`src/rtl/l1i_refill_unit.sv`:
```
// L1 instruction-cache refill unit.
// Takes one miss at a time from the L1I and sends a line-aligned request to L2/memory.
// It then gathers two consecutive cache lines of response beats: the missed line and
// the next sequential line. It returns them to the cache with a single-cycle update strobe.
module l1i_refill_unit #(
  parameter int fetchingAddressWidth    = 64,
  parameter int cacheLineWith           = 512,
  parameter int offsetWidth             = 6,
  parameter int beatWidth               = 128,
  parameter int PidSize                 = 20,
  parameter int TidSize                 = 16,
  parameter int instructionCounterWidth = 64
) (
  input  logic                               clock_i,
  input  logic                               reset_i,
  input  logic                               flush_i,
  // miss port from the L1I
  input  logic                               cacheMiss_i,
  input  logic [fetchingAddressWidth-1:0]    missedAddress_i,
  input  logic [instructionCounterWidth-1:0] missedInstMajorId_i,
  input  logic [PidSize-1:0]                 missedPid_i,
  input  logic [TidSize-1:0]                 missedTid_i,
  // request channel to L2/memory
  output logic                               memReqValid_o,
  input  logic                               memReqReady_i,
  output logic [fetchingAddressWidth-1:0]    memReqAddress_o,
  output logic [PidSize-1:0]                 memReqPid_o,
  output logic [TidSize-1:0]                 memReqTid_o,
  // response beats from L2/memory
  input  logic                               memRespValid_i,
  input  logic [beatWidth-1:0]               memRespData_i,
  output logic                               memRespReady_o,
  // update port back into the L1I
  output logic                               cacheUpdate_o,
  output logic [fetchingAddressWidth-1:0]    cacheUpdateAddress_o,
  output logic [cacheLineWith-1:0]           cacheUpdateLine1_o,
  output logic [cacheLineWith-1:0]           cacheUpdateLine2_o,
  output logic [PidSize-1:0]                 cacheUpdatePid_o,
  output logic [TidSize-1:0]                 cacheUpdateTid_o,
  output logic [instructionCounterWidth-1:0] fillInstMajorId_o,
  output logic                               busy_o
);

  // Two lines are fetched per miss. beatWidth must divide cacheLineWith.
  localparam int BeatsPerFill = 2 * cacheLineWith / beatWidth;
  localparam int BeatCntWidth = (BeatsPerFill > 1) ? $clog2(BeatsPerFill) : 1;
  localparam int FillWidth    = 2 * cacheLineWith;

  // Mask of the line-offset bits. They are cleared to form the request address.
  localparam logic [fetchingAddressWidth-1:0] OffsetMask =
    fetchingAddressWidth'((64'd1 << offsetWidth) - 64'd1);

  typedef enum logic [1:0] {
    ST_IDLE,
    ST_REQ,
    ST_FILL,
    ST_UPDATE
  } state_e;

  state_e                             state_q;
  logic                               miss_prev_q;
  logic                               drop_q;
  logic [BeatCntWidth-1:0]            beat_cnt_q;

  // Staging buffer for both lines.
  // Slot 0 is at the most-significant end, so Line1 = {beat0, beat1, ...}.
  logic [FillWidth-1:0]               fill_q;
  logic [FillWidth-1:0]               fill_d;

  // Captured miss: drives the request channel and later the update port.
  logic                               req_valid_q;
  logic [fetchingAddressWidth-1:0]    req_addr_q;
  logic [PidSize-1:0]                 req_pid_q;
  logic [TidSize-1:0]                 req_tid_q;
  logic [instructionCounterWidth-1:0] req_id_q;

  logic                               resp_ready_q;
  logic                               busy_q;

  // Update-port registers. They are only reloaded when a fill completes undropped.
  // Between fills they hold the last delivered values.
  logic                               upd_q;
  logic [fetchingAddressWidth-1:0]    upd_addr_q;
  logic [cacheLineWith-1:0]           upd_line1_q;
  logic [cacheLineWith-1:0]           upd_line2_q;
  logic [PidSize-1:0]                 upd_pid_q;
  logic [TidSize-1:0]                 upd_tid_q;
  logic [instructionCounterWidth-1:0] upd_id_q;

  logic                               miss_edge;
  logic                               beat_fire;
  logic                               last_beat;
  logic                               drop_d;
  logic [BeatsPerFill-1:0]            slot_hit;

  // A miss only counts on its rising edge. A concurrent flush suppresses it.
  assign miss_edge = cacheMiss_i & ~miss_prev_q & ~flush_i;
  assign beat_fire = (state_q == ST_FILL) & memRespValid_i;
  assign last_beat = (beat_cnt_q == BeatCntWidth'(BeatsPerFill - 1));
  // A flush arriving together with the final beat must still suppress the update.
  assign drop_d    = drop_q | flush_i;

  // Route the incoming beat into its slot of the staging buffer.
  // Slots are placed big-endian.
  genvar gi;
  generate
    for (gi = 0; gi < BeatsPerFill; gi++) begin : g_slot
      assign slot_hit[gi] = beat_fire & (beat_cnt_q == BeatCntWidth'(gi));
      assign fill_d[(BeatsPerFill-1-gi)*beatWidth +: beatWidth] =
        slot_hit[gi] ? memRespData_i
                     : fill_q[(BeatsPerFill-1-gi)*beatWidth +: beatWidth];
    end
  endgenerate

  // Miss-handling FSM with all outputs registered.
  always_ff @(posedge clock_i or posedge reset_i) begin
    if (reset_i) begin
      state_q      <= ST_IDLE;
      miss_prev_q  <= 1'b0;
      drop_q       <= 1'b0;
      beat_cnt_q   <= '0;
      fill_q       <= '0;
      req_valid_q  <= 1'b0;
      req_addr_q   <= '0;
      req_pid_q    <= '0;
      req_tid_q    <= '0;
      req_id_q     <= '0;
      resp_ready_q <= 1'b0;
      busy_q       <= 1'b0;
      upd_q        <= 1'b0;
      upd_addr_q   <= '0;
      upd_line1_q  <= '0;
      upd_line2_q  <= '0;
      upd_pid_q    <= '0;
      upd_tid_q    <= '0;
      upd_id_q     <= '0;
    end else begin
      miss_prev_q <= cacheMiss_i;
      upd_q       <= 1'b0;
      fill_q      <= fill_d;

      case (state_q)
        ST_IDLE: begin
          if (miss_edge) begin
            req_addr_q  <= missedAddress_i & ~OffsetMask;
            req_pid_q   <= missedPid_i;
            req_tid_q   <= missedTid_i;
            req_id_q    <= missedInstMajorId_i;
            req_valid_q <= 1'b1;
            busy_q      <= 1'b1;
            state_q     <= ST_REQ;
          end
        end

        ST_REQ: begin
          if (memReqReady_i) begin
            // Once the handshake happens the request is out.
            // A simultaneous flush only marks the returning data as unwanted.
            req_valid_q  <= 1'b0;
            resp_ready_q <= 1'b1;
            beat_cnt_q   <= '0;
            drop_q       <= flush_i;
            state_q      <= ST_FILL;
          end else if (flush_i) begin
            req_valid_q <= 1'b0;
            busy_q      <= 1'b0;
            state_q     <= ST_IDLE;
          end
        end

        ST_FILL: begin
          // Keep draining after a flush so the response stream stays aligned.
          drop_q <= drop_d;
          if (beat_fire) begin
            beat_cnt_q <= beat_cnt_q + 1'b1;
            if (last_beat) begin
              resp_ready_q <= 1'b0;
              upd_q        <= ~drop_d;
              state_q      <= ST_UPDATE;
              if (!drop_d) begin
                upd_addr_q  <= req_addr_q;
                upd_line1_q <= fill_d[FillWidth-1:cacheLineWith];
                upd_line2_q <= fill_d[cacheLineWith-1:0];
                upd_pid_q   <= req_pid_q;
                upd_tid_q   <= req_tid_q;
                upd_id_q    <= req_id_q;
              end
            end
          end
        end

        ST_UPDATE: begin
          drop_q  <= 1'b0;
          busy_q  <= 1'b0;
          state_q <= ST_IDLE;
        end

        default: begin
          state_q      <= ST_IDLE;
          req_valid_q  <= 1'b0;
          resp_ready_q <= 1'b0;
          busy_q       <= 1'b0;
          drop_q       <= 1'b0;
        end
      endcase
    end
  end

  assign memReqValid_o        = req_valid_q;
  assign memReqAddress_o      = req_addr_q;
  assign memReqPid_o          = req_pid_q;
  assign memReqTid_o          = req_tid_q;
  assign memRespReady_o       = resp_ready_q;
  assign cacheUpdate_o        = upd_q;
  assign cacheUpdateAddress_o = upd_addr_q;
  assign cacheUpdateLine1_o   = upd_line1_q;
  assign cacheUpdateLine2_o   = upd_line2_q;
  assign cacheUpdatePid_o     = upd_pid_q;
  assign cacheUpdateTid_o     = upd_tid_q;
  assign fillInstMajorId_o    = upd_id_q;
  assign busy_o               = busy_q;

endmodule

```
`config.mk`:
```
export PLATFORM = sky130hd
export DESIGN_NAME = l1i_refill_unit
export DESIGN_NICKNAME = d
export VERILOG_FILES = /design/src/rtl/l1i_refill_unit.sv
export SDC_FILE = /design/constraint.sdc
export NUM_CORES = 2
export LEC_CHECK = 0
export BUFFER_PORTS_ARGS = -buffer_cell sky130_fd_sc_hd__buf_2
export CORE_AREA = 2 2 614 616
export DETAILED_ROUTE_END_ITERATION = 10
export DIE_AREA = 0 0 616 618
export SLEW_MARGIN = 20
export SYNTH_ARGS = -nofsm -noshare
export SYNTH_HDL_FRONTEND = slang
export SYNTH_SLANG_ARGS = --single-unit
```
`constraint.sdc`:
```
create_clock -name clock_i -period 193.1 [get_ports clock_i]
set_input_delay 38.62 -clock clock_i [delete_from_list [all_inputs] [get_ports clock_i]]
set_output_delay 38.62 -clock clock_i [all_outputs]
set_load 0.01 [all_outputs]
```
==> flow_summary_export.csv <==
group,metric,value,unit
setup_path,crit_slowest_cell,"buf_4",
outcome,status,"completed",
cts,cts-root-buf,"clkbuf_16",
die,die_x,616,um
yosys,syn_area,87400,um2
cells_and_area,drive_gt1_share,28.4,%
sta,finalCritPeriodShare,23.8,%
global_routing,grt_overflow_total,0,
yosys,ys_ff_latch,2247,
route,ant_nets,0,
sta,maxSlewViolCount,0,
global_routing,grt_usage,19.3,%
die,core,374000,um2
cts,cts_tree,"yes",
run,drv_cap,0,
global_routing,grt_start_max_net_pins,197,
global_routing,met2_usage,33.1,%
global_routing,grt_use_met3,4.67,%
yosys,synth.distinct_cells,37,
sta,setup_violations,0,
setup_path,worstReg2RegStart,"beat_cnt_q[2]",
route,avgRoutedWirePerCell,26.7,um
yosys,ys.flop_type,"dfrtp_1",
die,num_rows,225,
power,irDropWorstVdd,9.89,uV
setup_path,ff2ff_path_depth,9,
cells_and_area,post-route-util,29.0,%
route,finalWirelength,383000,um
global_routing,top_usage_layer,"met2",
cts,h-tree-depth,5,
cells_and_area,nNetsFinal,9358,
setup_path,slowest_delay,870,ps
cells_and_area,area_delta_synth_final,24.1,%
cts,numCtsBuffers,263,
power,power.leakage,54.7,nW
worst_hold_path,worstHoldStart,"fill_q[626]",
sta,fmax,0.0218,GHz
yosys,yosysTopAreaCell,"dfrtp_1",
setup_path,startpoint_type,"input pin",
sta,final-hold-violation-count,0,
die,die_h,618,um
yosys,ys_top_cells_by_area,"dfrtp_1 64%, mux2_2 6.7%, nand2_1 6.6%, a31oi_1 5.5%, a21oi_1 4.4%",
route,vias,68500,
worst_hold_path,hold_end,"fill_q[626]",
cts,clkTransAtPathRegs,50,ps
placed_design,place.gp.congestion,1.06,
sta,fin_skew,36.8,ps
die,die_area,381000,um2
yosys,syn_inst,7737,
cts,clk_latency,870,ps
global_routing,grt_first_pass_wirelength,528000,um
yosys,seq_area_frac_synth,64.3,%
cts,cts_resized,0,
setup_path,r2r_slack,186720,ps
route,firstDrtPassIters,5,
worst_hold_path,min_path_cells,1,
sta,tns,0,ps
setup_path,crit_chain,"buf_2, inv_8, buf_4, buf_4, buf_4, buf_4, buf_4, buf_4, buf_4, buf_4, buf_4",
setup_path,worstPathArrival,46800,ps
setup_path,endpoint_kind,"async pin",
route,drc,0,
sta,min_period,45940,ps
yosys,syn_area_per_cell,11.3,um2
global_routing,grt_use_met1,20.2,%
power,power_density,16.2,nW/um2
cts,ctsHoldBuffers,0,
sta,grt_setup_unrepaired,"no",
die,ios,1590,
yosys,yosysWarningCount,0,
yosys,async_reset_ff_share,100,%
setup_path,critPathKind,"in -> async",
setup_path,required,193970,ps
yosys,yosysTopAreaCellShare,64.3,%
placed_design,hpwl,270000,um
route,drtIter0Drc,6105,
die,start_util,23.4,%
placed_design,port_buffers,1571,
setup_path,path_common_cell,"buf_4",
yosys,synth_edf_count,0,
cts,cts.sinks,2247,
sta,worstMarginPinSlew,1480,ps
setup_path,cp_max_fo,109,
cts,clock_path_buffers,4,
global_routing,grt_pass1_vias,66500,
route,vias_per_cell,4.78,
sta,slew_headroom,1.36,%
setup_path,r2r_end,"cacheUpdateLine2_o[383]",
global_routing,grt_antenna_before_repair,111,
cts,cts_setup_buffers,0,
worst_hold_path,hold_path_class,"reg -> reg",
==> synthesized netlist by cell type (3+ instances only) <==
library cell and number:
dfrtp_1 2247, nand2_1 1536, a21oi_1 771, o21ai_0 771, a31oi_1 768, mux2_2 517, clkbuf_1 297, buf_2 281
mux2_1 174, nor2b_1 131, and2_1 128, buf_4 24, buf_6 20, buf_1 18, mux2_4 10, ha_1 6
nand4b_1 6, nor2_1 6, and4b_1 4, inv_1 3
==> report_power, final <==
group	leakage (nW)	switching [W]	internal (W)	total [W]
Combinational	20.5	0.000364	0.000167	0.000531
Clock	4.22	0.000210	0.000291	0.000502
Sequential	29.9	0.0000785	0.000644	0.000722
==> cell usage in the layout, fill, tap and decap left out, drive strengths merged, types with 12 or more instances in the layout <==
cell type,netlist,layout
a31oi,768,768
nand2,1536,1536
nor2b,131,131
clkbuf,297,381
inv,4,19
o21ai,771,771
dfrtp,2247,2247
clkinv,0,48
mux2,701,701
buf,343,1681
diode,0,107
and2,128,128
conb,1,12
a21oi,771,771
==> how the worst max path moves through the flow <==
stage | start | to | slack, ps | cells past startpoint
detailed placement | reset_i | cacheUpdateLine1_o[70] | 145920 | 11
CTS | reset_i | cacheUpdateLine1_o[201] | 146880 | 11
floorplan | reset_i | async pin | 90990 | 1
finish | reset_i | fill_q[845] | 147160 | 11
global placement | reset_i | cacheUpdateLine1_o[70] | 145890 | 11
global route | reset_i | cacheUpdateLine1_o[326] | 145900 | 11
==> final cells by class <==
class	instances	area [um2]
Antenna cell	107	268
Sequential cell	2247	56200
Inverter	4	30.0
Timing Repair Buffer	1681	8840
Clock inverter	82	928
Tap cell	4994	6250
Clock buffer	381	7690
Fill cell	38900	266000
Multi-Input combinational cell	4857	28300
==> flip-flops by register name, summed over array words and instances (netlist names), 3 cells and up, named ones only <==
signal	count
memReqAddress_o	58
fill_q	896
cacheUpdateAddress_o	58
cacheUpdateLine2_o	512
beat_cnt_q	3
fillInstMajorId_o	64
cacheUpdateTid_o	16
memReqPid_o	20
cacheUpdateLine1_o	512
req_id_q	64
memReqTid_o	16
cacheUpdatePid_o	20
==> critical path, delay by kind of cell <==
| kind | cells | cell delay (ps) |
|---|---|---|
| buf+inv | 11 | 7630 |
==> cells by family (layout without fill, tap and decap cells) <==
logic type | Yosys count | after routing | synth area share (%)
buffers and inverters | 644 | 2148 | 3.44
adder cells (fa/ha/maj) | 6 | 6 | 0.0859
multiplexers | 701 | 701 | 9.07
other | 1 | 119 | 0.00429
flip-flops | 2247 | 2247 | 64.3
AO/OA/AOI/OAI | 2317 | 2317 | 14.4
AND/OR/NAND/NOR | 1821 | 1821 | 8.68
==> layer usage <==
| layer | routed length, um | share of wire [%] |
|---|---|---|
| met1 | 131000 | 34 |
| met2 | 192000 | 50 |
| met3 | 26400 | 6.9 |
| met4 | 33100 | 8.6 |
| met5 | 23 | 0.0060 |
==> stage by stage <==
stage               std cells  hold WS, ps  cell area [um2]  setup WS, ps  total power, W
floorplan                7748          452            87500         90990         0.00101
global placement        13800          465            99600        145890         0.00125
detailed placement      13800          472            99600        145920         0.00126
CTS                     14200          483           108000        146880         0.00177
global route            14300          490           108000        145900         0.00184
finish                  14400          479           108000        147160         0.00176
No activity file was read; power rests on OpenSTA's default activity.
